$ cat src/rtl/midi_msg_parser_if.sv
// Byte-in / message-out bundle for midi_msg_parser: FIFO pop side plus message valid/ack side.
interface midi_msg_parser_if;
    logic [7:0] in_data;
    logic       in_d_rdy;
    logic       rdy2rcv;
    logic       msg_valid;
    logic       msg_ack;
    logic [7:0] msg_status;
    logic [6:0] msg_d1;
    logic [6:0] msg_d2;
    logic [1:0] msg_len;

    modport slave (
        input  in_data, in_d_rdy, msg_ack,
        output rdy2rcv, msg_valid, msg_status, msg_d1, msg_d2, msg_len
    );

    modport master (
        output in_data, in_d_rdy, msg_ack,
        input  rdy2rcv, msg_valid, msg_status, msg_d1, msg_d2, msg_len
    );
endinterface

$ cat src/rtl/midi_msg_parser.sv
// Assembles MIDI bytes into messages (running status, realtime interleave, SysEx skip, channel filter).
// Optional MIDI_VEL0_NOTEOFF_EN: Note-On with velocity 0 is emitted as Note-Off.
module midi_msg_parser #(
    parameter bit         OMNI    = 1'b1,
    parameter logic [3:0] CHANNEL = 4'd0
) (
    input logic             clk,
    input logic             rst_n,
    midi_msg_parser_if.slave bus
);

    typedef enum logic [1:0] {IDLE, WAIT_D1, WAIT_D2, SYSEX} state_t;

    state_t     r_state, w_state_nxt;
    logic [7:0] r_status, w_status_nxt;
    logic [6:0] r_d1, w_d1_nxt;
    logic [7:0] r_rs, w_rs_nxt;
    logic       r_rs_valid, w_rs_valid_nxt;

    logic       r_valid;
    logic [7:0] r_out_status;
    logic [6:0] r_out_d1;
    logic [6:0] r_out_d2;
    logic [1:0] r_out_len;

    logic       w_accept;
    logic [7:0] w_byte;
    logic [7:0] w_cur_status;
    logic       w_emit;
    logic [7:0] w_em_status;
    logic [6:0] w_em_d1;
    logic [6:0] w_em_d2;
    logic [1:0] w_em_len;
    logic       w_pass;
    logic [7:0] w_out_status;

    // Number of data bytes following a (non-realtime) status byte.
    function automatic logic [1:0] data_count(input logic [7:0] s);
        logic [1:0] n;
        case (s[7:4])
            4'hC, 4'hD: n = 2'd1;
            4'hF: begin
                case (s[3:0])
                    4'h1, 4'h3: n = 2'd1;
                    4'h2:       n = 2'd2;
                    default:    n = 2'd0;
                endcase
            end
            default:    n = 2'd2;
        endcase
        return n;
    endfunction

    assign w_accept     = bus.in_d_rdy & ~r_valid;
    assign w_byte       = bus.in_data;
    assign w_cur_status = (r_state == IDLE) ? r_rs : r_status;

    // Next-state and message assembly.
    always_comb begin
        w_state_nxt    = r_state;
        w_status_nxt   = r_status;
        w_d1_nxt       = r_d1;
        w_rs_nxt       = r_rs;
        w_rs_valid_nxt = r_rs_valid;
        w_emit         = 1'b0;
        w_em_status    = w_byte;
        w_em_d1        = 7'd0;
        w_em_d2        = 7'd0;
        w_em_len       = 2'd0;
        if (w_accept) begin
            if (w_byte >= 8'hF8) begin
                w_emit = 1'b1;
            end else if (w_byte[7]) begin
                w_state_nxt = IDLE;
                if (w_byte < 8'hF0) begin
                    w_rs_nxt       = w_byte;
                    w_rs_valid_nxt = 1'b1;
                end else begin
                    w_rs_valid_nxt = 1'b0;
                end
                if (w_byte == 8'hF0) begin
                    w_state_nxt = SYSEX;
                end else if (w_byte == 8'hF6) begin
                    w_emit = 1'b1;
                end else if (data_count(w_byte) != 2'd0) begin
                    w_status_nxt = w_byte;
                    w_state_nxt  = WAIT_D1;
                end
            end else if ((r_state == IDLE && r_rs_valid) || r_state == WAIT_D1) begin
                w_status_nxt = w_cur_status;
                w_d1_nxt     = w_byte[6:0];
                if (data_count(w_cur_status) == 2'd1) begin
                    w_emit      = 1'b1;
                    w_em_status = w_cur_status;
                    w_em_d1     = w_byte[6:0];
                    w_em_len    = 2'd1;
                    w_state_nxt = IDLE;
                end else begin
                    w_state_nxt = WAIT_D2;
                end
            end else if (r_state == WAIT_D2) begin
                w_emit      = 1'b1;
                w_em_status = r_status;
                w_em_d1     = r_d1;
                w_em_d2     = w_byte[6:0];
                w_em_len    = 2'd2;
                w_state_nxt = IDLE;
            end
        end
    end

    // Channel filter and optional Note-On/velocity-0 rewrite.
    always_comb begin
        w_out_status = w_em_status;
`ifdef MIDI_VEL0_NOTEOFF_EN
        if (w_em_status[7:4] == 4'h9 && w_em_len == 2'd2 && w_em_d2 == 7'd0)
            w_out_status = {4'h8, w_em_status[3:0]};
`endif
        w_pass = w_emit && (OMNI || w_em_status[7:4] == 4'hF || w_em_status[3:0] == CHANNEL);
    end

    always_ff @(posedge clk or negedge rst_n) begin
        if (!rst_n) begin
            r_state      <= IDLE;
            r_status     <= 8'd0;
            r_d1         <= 7'd0;
            r_rs         <= 8'd0;
            r_rs_valid   <= 1'b0;
            r_valid      <= 1'b0;
            r_out_status <= 8'd0;
            r_out_d1     <= 7'd0;
            r_out_d2     <= 7'd0;
            r_out_len    <= 2'd0;
        end else begin
            r_state    <= w_state_nxt;
            r_status   <= w_status_nxt;
            r_d1       <= w_d1_nxt;
            r_rs       <= w_rs_nxt;
            r_rs_valid <= w_rs_valid_nxt;
            if (w_pass) begin
                r_valid      <= 1'b1;
                r_out_status <= w_out_status;
                r_out_d1     <= w_em_d1;
                r_out_d2     <= w_em_d2;
                r_out_len    <= w_em_len;
            end else if (r_valid && bus.msg_ack) begin
                r_valid <= 1'b0;
            end
        end
    end

    assign bus.rdy2rcv    = ~r_valid;
    assign bus.msg_valid  = r_valid;
    assign bus.msg_status = r_out_status;
    assign bus.msg_d1     = r_out_d1;
    assign bus.msg_d2     = r_out_d2;
    assign bus.msg_len    = r_out_len;

endmodule

$ cat src/flat_wrapper.sv
// flat-port wrapper written by rule: the top's interface ports become plain ports
module midi_msg_parser_flat 
#(
    parameter bit         OMNI    = 1'b1,
    parameter logic [3:0] CHANNEL = 4'd0
)
  (clk, rst_n, bus_in_data, bus_in_d_rdy, bus_msg_ack, bus_rdy2rcv, bus_msg_valid, bus_msg_status, bus_msg_d1, bus_msg_d2, bus_msg_len);
  midi_msg_parser_if bus_i ();
  input logic clk;
  input logic rst_n;
  input wire logic [$bits(bus_i.in_data)-1:0] bus_in_data;
  input wire logic [$bits(bus_i.in_d_rdy)-1:0] bus_in_d_rdy;
  input wire logic [$bits(bus_i.msg_ack)-1:0] bus_msg_ack;
  output wire logic [$bits(bus_i.rdy2rcv)-1:0] bus_rdy2rcv;
  output wire logic [$bits(bus_i.msg_valid)-1:0] bus_msg_valid;
  output wire logic [$bits(bus_i.msg_status)-1:0] bus_msg_status;
  output wire logic [$bits(bus_i.msg_d1)-1:0] bus_msg_d1;
  output wire logic [$bits(bus_i.msg_d2)-1:0] bus_msg_d2;
  output wire logic [$bits(bus_i.msg_len)-1:0] bus_msg_len;
  assign bus_i.in_data = bus_in_data;
  assign bus_i.in_d_rdy = bus_in_d_rdy;
  assign bus_i.msg_ack = bus_msg_ack;
  assign bus_rdy2rcv = bus_i.rdy2rcv;
  assign bus_msg_valid = bus_i.msg_valid;
  assign bus_msg_status = bus_i.msg_status;
  assign bus_msg_d1 = bus_i.msg_d1;
  assign bus_msg_d2 = bus_i.msg_d2;
  assign bus_msg_len = bus_i.msg_len;
  midi_msg_parser #(.OMNI(OMNI), .CHANNEL(CHANNEL)) u_core (.clk(clk), .rst_n(rst_n), .bus(bus_i));
endmodule
$ cat config.mk
export PLATFORM = sky130hd
export DESIGN_NAME = midi_msg_parser_flat
export DESIGN_NICKNAME = d
export VERILOG_FILES = /design/src/rtl/midi_msg_parser_if.sv /design/src/rtl/midi_msg_parser.sv /design/src/flat_wrapper.sv
export SDC_FILE = /design/constraint.sdc
export NUM_CORES = 1
export LEC_CHECK = 0
export ABC_AREA = 1
export CAP_MARGIN = 30
export CORE_UTILIZATION = 35
export DETAILED_ROUTE_END_ITERATION = 10
export SLEW_MARGIN = 10
export SYNTH_ARGS = -nofsm -noshare
export SYNTH_HDL_FRONTEND = slang
export SYNTH_SLANG_ARGS = --single-unit
$ cat constraint.sdc
create_clock -name clk -period 4.5 [get_ports clk]
set_input_delay 0.9 -clock clk [delete_from_list [all_inputs] [get_ports clk]]
set_output_delay 0.9 -clock clk [all_outputs]
set_load 0.03 [all_outputs]
==> reports/metrics.cfg, run 1 <==
[clock_tree]
cts-hold-fix-buffers = 0
clk_path_buf_depth = 2
root_buffer = clkbuf_8
ctsResizeCount = 0
post-cts-setup-buffer-count = 0
htree_levels = 2
cts_tree = built
insertion_delay_ps = 300
cts_sinks = 51
path_clk_slew_ps = 90
cts_buffers = 5

[sta]
setup_viol = 0
skew_ps = 7.72
hold_viol_final = 0
finalCriticalPeriod_ps = 2870
fin_hold_ws_ps = 469
maxSlewHeadroom_pct = 47.2
fmax_mhz = 348
slew_viol_final = 0
fin_crit_sh_pct = 63.9
worst_pin_slew_ps = 791
rsz0062_at_grt = false
fin_tns_setup_ps = 0
final.setup.worst_slack_ps = 1630

[grt]
grt_usage_pct = 18.2
grt_pass1_wl_mm = 10.6
grt_max_degree = 27
gr-total-overflow = 0
grt_pass1_vias = 2021
antenna_found_initial = 0

[die]
ios = 38
die-area_um2 = 7640
die_w_um = 87.4
initial_core_util_pct = 37.0
fp-row-count = 30
core-area_um2 = 6910
die-height_um = 87.4

[critical_path]
critPathArrivalTime_ps = 3120
crit_path_end_kind = register
cp-start-kind = input pin
path_class = input pin to register
critPathRequiredTime_ps = 4740
crit_fanout = 15

[logic_synthesis]
syn_nets = 342
ys_seq_elements = 51
synthDistinctLibCells = 26
ys_seq_area_share_pct = 50.0
synth_area_um2 = 2550
avgSynthCellArea_um2 = 7.74
synth_warnings = 0
synthCells = 330

[cells_and_area]
fin_area_um2 = 3140
final_cell_mix = nand2_1, dfrtp_1, clkdlybuf4s50_1
area_delta_synth_final_pct = 23.1
fill_cells = 745
final_common_cell = nand2_1
drive_gt1_share_pct = 7.07
nets = 379
antenna_cells = 0

[route]
drc_errors = 0
drt_first_pass_iters = 4
wl_per_cell_um = 13.8
finalWirelength_mm = 6.41
num_vias = 2227
viasPerCell = 4.80
drtIter0Drc = 196
ant_nets = 0

[pwr]
p_leak_uw = 0.00152
power_uw = 2190
vdd.ir_drop.worst_v = 0.000207
p_per_area_nw_per_um2 = 698

[place]
dp_hpwl_mm = 4.74
dpl_cell_area_um2 = 3010
dp_slack_ps = 1350
io_buffers = 37
place_congestion = 0.866

[job]
maxCapViolations = 0

[run_status]
status = completed

[hold_path]
hold_class = register to register

[per-layer routing]
layer | track usage, % | routed length (um) | share of wire [%] | up-vias
met4 | 4.92 | 73 | 1.1 | 0
met1 | 27.0 | 3230 | 50 | 1022
met2 | 27.3 | 2750 | 43 | 74
li1 | - | - | - | 1125
met5 | 0 | 0 | 0 | -
met3 | 3.22 | 355 | 5.5 | 6
[state kept, by name, indices dropped and copies added (netlist names)]
register / cells
u_core.r_rs_valid: 1
u_core.r_status: 8
u_core.bus.msg_status: 8
u_core.r_d1: 7
u_core.bus.msg_valid: 1
u_core.r_rs: 8
u_core.bus.msg_d2: 7
u_core.r_state: 2
u_core.bus.msg_len: 2
u_core.bus.msg_d1: 7
[layout make-up]
type | instances | area [um^2] | area share (%)
Sequential cell | 51 | 1280 | 40.6
Multi-Input combinational cell | 240 | 1110 | 35.4
Clock buffer | 6 | 72.6 | 2.31
Timing Repair Buffer | 38 | 385 | 12.3
Tap cell | 96 | 120 | 3.82
Clock inverter | 2 | 60.1 | 1.91
Inverter | 31 | 116 | 3.70
[kinds of logic (layout without fill, tap and decap cells)]
group / after synthesis / after routing / share of synthesized area [%]
buffers and inverters: 39 / 77 / 6.42
flip-flops: 51 / 51 / 50.0
AO/OA/AOI/OAI: 57 / 57 / 14.1
AND/OR/NAND/NOR: 183 / 183 / 29.5
[path summary, 6_finish.rpt]
kind	from	end	slack, ps	cells after the start
setup / recovery	bus_in_data[7]	u_core.bus.msg_status[3]$_DFFE_PN0P_	1630	9
hold / removal	u_core.r_rs[7]$_DFFE_PN0P_	u_core.r_rs[7]$_DFFE_PN0P_	470	2
setup reg to reg	u_core.r_state[1]$_DFFE_PN0P_	u_core.bus.msg_d1[6]$_DFFE_PN0P_	2190	6
hold reg to reg	u_core.r_rs[7]$_DFFE_PN0P_	u_core.r_rs[7]$_DFFE_PN0P_	470	2
max in group asynchronous	rst_n	u_core.r_rs[0]$_DFFE_PN0P_	3360	2
min in group asynchronous	rst_n	u_core.bus.msg_len[1]$_DFFE_PN0P_	590	1
[cell usage after synthesis]
master,count,area (um^2)
a21oi_2,1,8.76
nand2_4,1,11.3
buf_2,2,10.0
o2111ai_1,1,8.76
o21ai_0,34,170
clkbuf_1,4,15.0
o21ai_1,3,15.0
nor2_4,2,22.5
inv_1,28,105
a31oi_1,3,18.8
o211ai_1,11,82.6
nor2_2,2,12.5
a21oi_1,1,5.00
nor2_1,15,56.3
nor3_1,2,10.0
nand3_1,10,50.1
inv_2,3,11.3
a221oi_4,1,26.3
a21oi_4,1,16.3
dfrtp_1,51,1280
nand2_1,144,541
nand4_1,1,6.26
buf_6,2,22.5
nand3_2,2,20.0
a22oi_1,1,7.51
nand2_2,4,25.0
[critical path, cell delays in order]
cell             delay (ps)
clkdlybuf4s50_1         670
inv_1                   320
nor2_1                  340
nand3_1                 110
a21oi_1                 190
nand2_2                  90
a21oi_2                 300
nand2_1                 120
nand2_1                  70
[per-stage QoR]
stage	utilization [%]	std cells
2_1_floorplan	-	330
3_3_place_gp	43.3	455
3_5_place_dp	43.6	456
4_1_cts	45.5	464
5_1_grt	45.5	464
6_report	45.5	464
[where the power goes]
group	switching [uW]	total, uW	leakage (uW)	internal, uW
Combinational	687	1060	0.000813	370
Clock	154	377	0.0000654	222
Sequential	110	762	0.000639	651
Power figures use the tool's default switching activity.
==> run 2, diff against run 1 <==
- clock period: 4.5 -> 2.9 ns (I/O delays scaled with it)
==> run 2 against run 1 <==
Power is 49% higher. Clock-buffer cell count is 1 lower. Final cell count grew 2.4%. Clock power increased by 11%. Global-route usage increased by 1.3 points. Routed wire length up 2.7%. First-iteration DRC count fell by 13%. Critical path depth grew 1. Largest power group unchanged.
==> reports/metrics.cfg, run 2 (synthesized netlist as in run 1, its figures left out) <==
[pwr]
power_frac_seq_pct = 36.2
p_clk_share_pct = 12.8
vdd.ir_drop.worst_v = 0.000271
switching_share_pct = 45.5
internal_power_uw = 1780
p_per_area_nw_per_um2 = 1030
p_switching_uw = 1480
p_leak_uw = 0.00154
p_comb_share_pct = 51.0

[route]
drc_errors = 0
finalWirelength_mm = 6.58
num_vias = 2233
viasPerCell = 4.70
drtIter0Drc = 170
ant_nets = 0
wl_per_cell_um = 13.8
drt_first_pass_iters = 4

[grt]
antenna_found_initial = 0
grt_pass1_wl_mm = 11.3
gr-total-overflow = 0
grt_usage_pct = 19.5
grt_pass1_vias = 2185
grt_max_degree = 52

[clock_tree]
insertion_delay_ps = 310
cts_buffers = 5
clk_path_buf_depth = 2
ctsResizeCount = 0
htree_levels = 2
cts_sinks = 51
cts-hold-fix-buffers = 0
post-cts-setup-buffer-count = 0
cts_tree = built
path_clk_slew_ps = 100
root_buffer = clkbuf_8

[die]
ios = 38
die-area_um2 = 7640
fp-row-count = 30
initial_core_util_pct = 37.0
die_w_um = 87.4
core-area_um2 = 6910
die-height_um = 87.4

[cells_and_area]
drive_gt1_share_pct = 10.0
area_delta_synth_final_pct = 24.3
fill_cells = 750
final_common_cell = nand2_1
final_cell_mix = nand2_1, dfrtp_1, clkdlybuf4s50_1
fin_util_pct = 46.0
antenna_cells = 0
nets = 390

[sta]
fin_tns_setup_ps = 0
fmax_mhz = 435
fin_crit_sh_pct = 79.3
fin_hold_ws_ps = 355
hold_viol_final = 0
finalCriticalPeriod_ps = 2300
maxSlewHeadroom_pct = 58.1
slew_viol_final = 0
worst_pin_slew_ps = 629
skew_ps = 12.1
rsz0062_at_grt = false
setup_viol = 0

[place]
io_buffers = 37
place_congestion = 0.948
dp_hpwl_mm = 4.92

[critical_path]
cp-start-kind = input pin
crit_path_end_kind = register
crit_fanout = 25
critPathRequiredTime_ps = 3100
path_class = input pin to register
slowest_delay_ps = 600
crit_chain = clkdlybuf4s50_1 > nand3_1 > nor2_1 > nand3_1 > a21oi_1 > nand2_2 > nand2_2 > nand2_4 > nand2_1 > nand2_1
cp_slowest_cell = clkdlybuf4s50_1
critPathArrivalTime_ps = 2500

[run_status]
status = completed

[job]
maxCapViolations = 0

[hold_path]
hold_class = input pin to async pin

-- run 2: changes by cell type in the layout (fill, tap and decap cells not counted) --
cell	delta
buf_4	+12
bufinv_16	-2
clkinvlp_4	+2
buf_12	-1
clkbuf_1	-1
inv_6	+1
-- run 2: area by class of cell --
cell class	count	area, um^2	share of cell area, %
Clock buffer	5	68.8	2.17
Clock inverter	3	23.8	0.749
Timing Repair Buffer	49	455	14.3
Tap cell	96	120	3.78
Multi-Input combinational cell	240	1110	35.1
Inverter	31	116	3.67
Sequential cell	51	1280	40.2
-- run 2: routing by layer --
metal	wire, um	global-route usage [%]	up-vias
li1	-	-	1147
met1	3190	27.1	1004
met2	2930	30.7	72
met3	312	3.32	10
met4	142	6.56	0
met5	0	0	-
-- run 2: worst max-delay path: cells and delay by family --
family	cells	cell delay, ps
buffers and inverters	1	600
and+or+nand+nor	8	1110
AOI/OAI and AO/OA	1	200
-- run 2: path summary, 6_finish.rpt --
check                      depth (start not counted)                           from  slack, ps                              endpoint
max in group asynchronous                          2                          rst_n       2110        u_core.r_status[4]$_DFFE_PN0P_
min reg2reg                                        2     u_core.r_rs[7]$_DFFE_PN0P_        460            u_core.r_rs[7]$_DFFE_PN0P_
max reg2reg                                       13  u_core.r_state[1]$_DFFE_PN0P_        850  u_core.bus.msg_status[6]$_DFFE_PN0P_
min                                                2                          rst_n        360      u_core.bus.msg_d2[1]$_DFFE_PN0P_
min in group clk                                   2     u_core.r_rs[7]$_DFFE_PN0P_        460            u_core.r_rs[7]$_DFFE_PN0P_
max                                               10                 bus_in_data[6]        600  u_core.bus.msg_status[6]$_DFFE_PN0P_
-- run 2: per-stage QoR --
| step | area (um^2) | power (uW) | std cells | setup WS, ps |
|---|---|---|---|---|
| floorplan | 2550 | 2260 | 330 | 949 |
| global placement | 3080 | 2850 | 467 | 363 |
| detailed placement | 3080 | 2860 | 467 | 300 |
| CTS | 3170 | 3300 | 475 | 610 |
| global route | 3170 | 3540 | 475 | 419 |
| finish | 3170 | 3260 | 475 | 601 |
-- run 2: power by group through the flow --
stage | combinational (uW) | clock, uW | sequential (uW)
detailed placement | 1670 | 0 | 1200
global route | 1860 | 466 | 1220
global placement | 1650 | 0 | 1190
floorplan | 770 | 0 | 1490
CTS | 1670 | 442 | 1180
finish | 1660 | 418 | 1180
==> run 3, diff against run 2 <==
- clock period: 2.9 -> 2 ns (I/O delays scaled with it)
==> run 3 against run 2 <==
Sequential share of layout area shrank 3.8 points. Final cell count grew 7.2%. Hold slack lost 170 ps. Design area grew 11%. Die area is the same. Sequential cell count is the same. Critical path type unchanged.
==> reports/metrics.cfg, run 3 (synthesized netlist as in run 1, its figures left out) <==
[pwr]
p_per_area_nw_per_um2 = 1510
p_leak_uw = 0.00174
power_uw = 5300
p_switching_uw = 2310
vdd.ir_drop.worst_v = 0.000531
power_frac_seq_pct = 32.3
p_comb_share_pct = 53.0
switching_share_pct = 43.7
internal_power_uw = 2990
p_clk_share_pct = 14.7

[clock_tree]
path_clk_slew_ps = 100
cts_tree = built
insertion_delay_ps = 310
cts_buffers = 5
htree_levels = 2
clk_path_buf_depth = 2
root_buffer = clkbuf_8
cts-hold-fix-buffers = 0
cts_sinks = 51

[cells_and_area]
fin_area_um2 = 3510
final_common_cell = nand2_1
antenna_cells = 0
drive_gt1_share_pct = 18.6
nets = 424
final_cell_mix = nand2_1, dfrtp_1, buf_4
area_delta_synth_final_pct = 37.5
fill_cells = 735

[critical_path]
critPathRequiredTime_ps = 2210
path_class = input pin to register
cp-start-kind = input pin
crit_path_end_kind = register
critPathArrivalTime_ps = 2070
crit_fanout = 6

[place]
place_congestion = 0.890
dpl_cell_area_um2 = 3290
dp_hpwl_mm = 5.20
dp_slack_ps = -146
io_buffers = 37

[sta]
fmax_mhz = 536
fin_tns_setup_ps = 0
skew_ps = 10.1
setup_viol = 0
hold_viol_final = 0
slew_viol_final = 0
worst_pin_slew_ps = 678
maxSlewHeadroom_pct = 54.8
final.setup.worst_slack_ps = 133
fin_hold_ws_ps = 185
finalCriticalPeriod_ps = 1870
fin_crit_sh_pct = 93.3

[route]
wl_per_cell_um = 14.4
drc_errors = 0
drt_first_pass_iters = 5
num_vias = 2353
viasPerCell = 4.62
drtIter0Drc = 209
ant_nets = 0
finalWirelength_mm = 7.31

[grt]
grt_max_degree = 52
gr-total-overflow = 0
grt_usage_pct = 19.8
grt_pass1_vias = 2176
grt_pass1_wl_mm = 11.3
antenna_found_initial = 0

[die]
die-height_um = 87.4
die_w_um = 87.4
core-area_um2 = 6910
die-area_um2 = 7640
initial_core_util_pct = 37.0
ios = 38
fp-row-count = 30

[job]
maxCapViolations = 0

[run_status]
status = completed

[hold_path]
hold_class = input pin to async pin

run 3: repair_timing:
action                     CTS  global route
setup buffers                0             3
resized for setup            0            12
setup endpoints to repair    0            25
run 3: worst paths after layout:
kind / from / end / slack, ps / cells after the start
min in group clk: u_core.r_rs[7]$_DFFE_PN0P_ / u_core.r_rs[7]$_DFFE_PN0P_ / 460 / 2
setup reg to reg: u_core.r_state[0]$_DFFE_PN0P_ / u_core.bus.msg_d1[0]$_DFFE_PN0P_ / 160 / 12
hold reg to reg: u_core.r_rs[7]$_DFFE_PN0P_ / u_core.r_rs[7]$_DFFE_PN0P_ / 460 / 2
hold / removal: rst_n / u_core.bus.msg_len[1]$_DFFE_PN0P_ / 190 / 2
setup / recovery: bus_in_data[7] / u_core.bus.msg_d1[0]$_DFFE_PN0P_ / 130 / 10
max in group asynchronous: rst_n / u_core.r_state[0]$_DFFE_PN0P_ / 1300 / 2
run 3: per-stage QoR:
stage	cells	utilization, %
after global routing	509	50.9
after global placement	495	47.7
final	509	50.9
after CTS	503	49.4
after detailed placement	495	47.7
after floorplan	330	-
run 3: worst max-delay path, cell delays in order:
cell and delay [ps]:
clkdlybuf4s50_1 600, inv_1 100, nor2_1 160, nand3_1 110, a21oi_2 200, nand2_4 80, nand2_4 160, nand2_4 110
nand2_1 100, nand2_1 50
run 3: area by class of cell:
class	instances	area (um^2)	area share, %
clock buffer	6	82.6	2.35
timing repair buffer	80	688	19.6
inverter	31	116	3.31
sequential	51	1280	36.4
multi-input combinational	243	1190	33.8
clock inverter	2	38.8	1.10
tap	96	120	3.42
run 3: power groups by stage:
stage / registers, uW / clock network, uW / logic (uW)
after global routing: 1770 / 825 / 3090
after detailed placement: 1730 / 0 / 2650
final: 1710 / 779 / 2810
after floorplan: 2160 / 0 / 1120
after CTS: 1710 / 801 / 2660
after global placement: 1730 / 0 / 2620
run 3: routing by layer:
metal / routed length [um] / GRT usage, % / share of wire [%] / vias up
li1: - / - / - / 1222
met1: 3640 / 28.4 / 50 / 1053
met2: 3210 / 30.4 / 44 / 69
met3: 290 / 2.75 / 4.0 / 9
met4: 172 / 7.15 / 2.4 / 0
met5: 0 / 0 / 0 / -
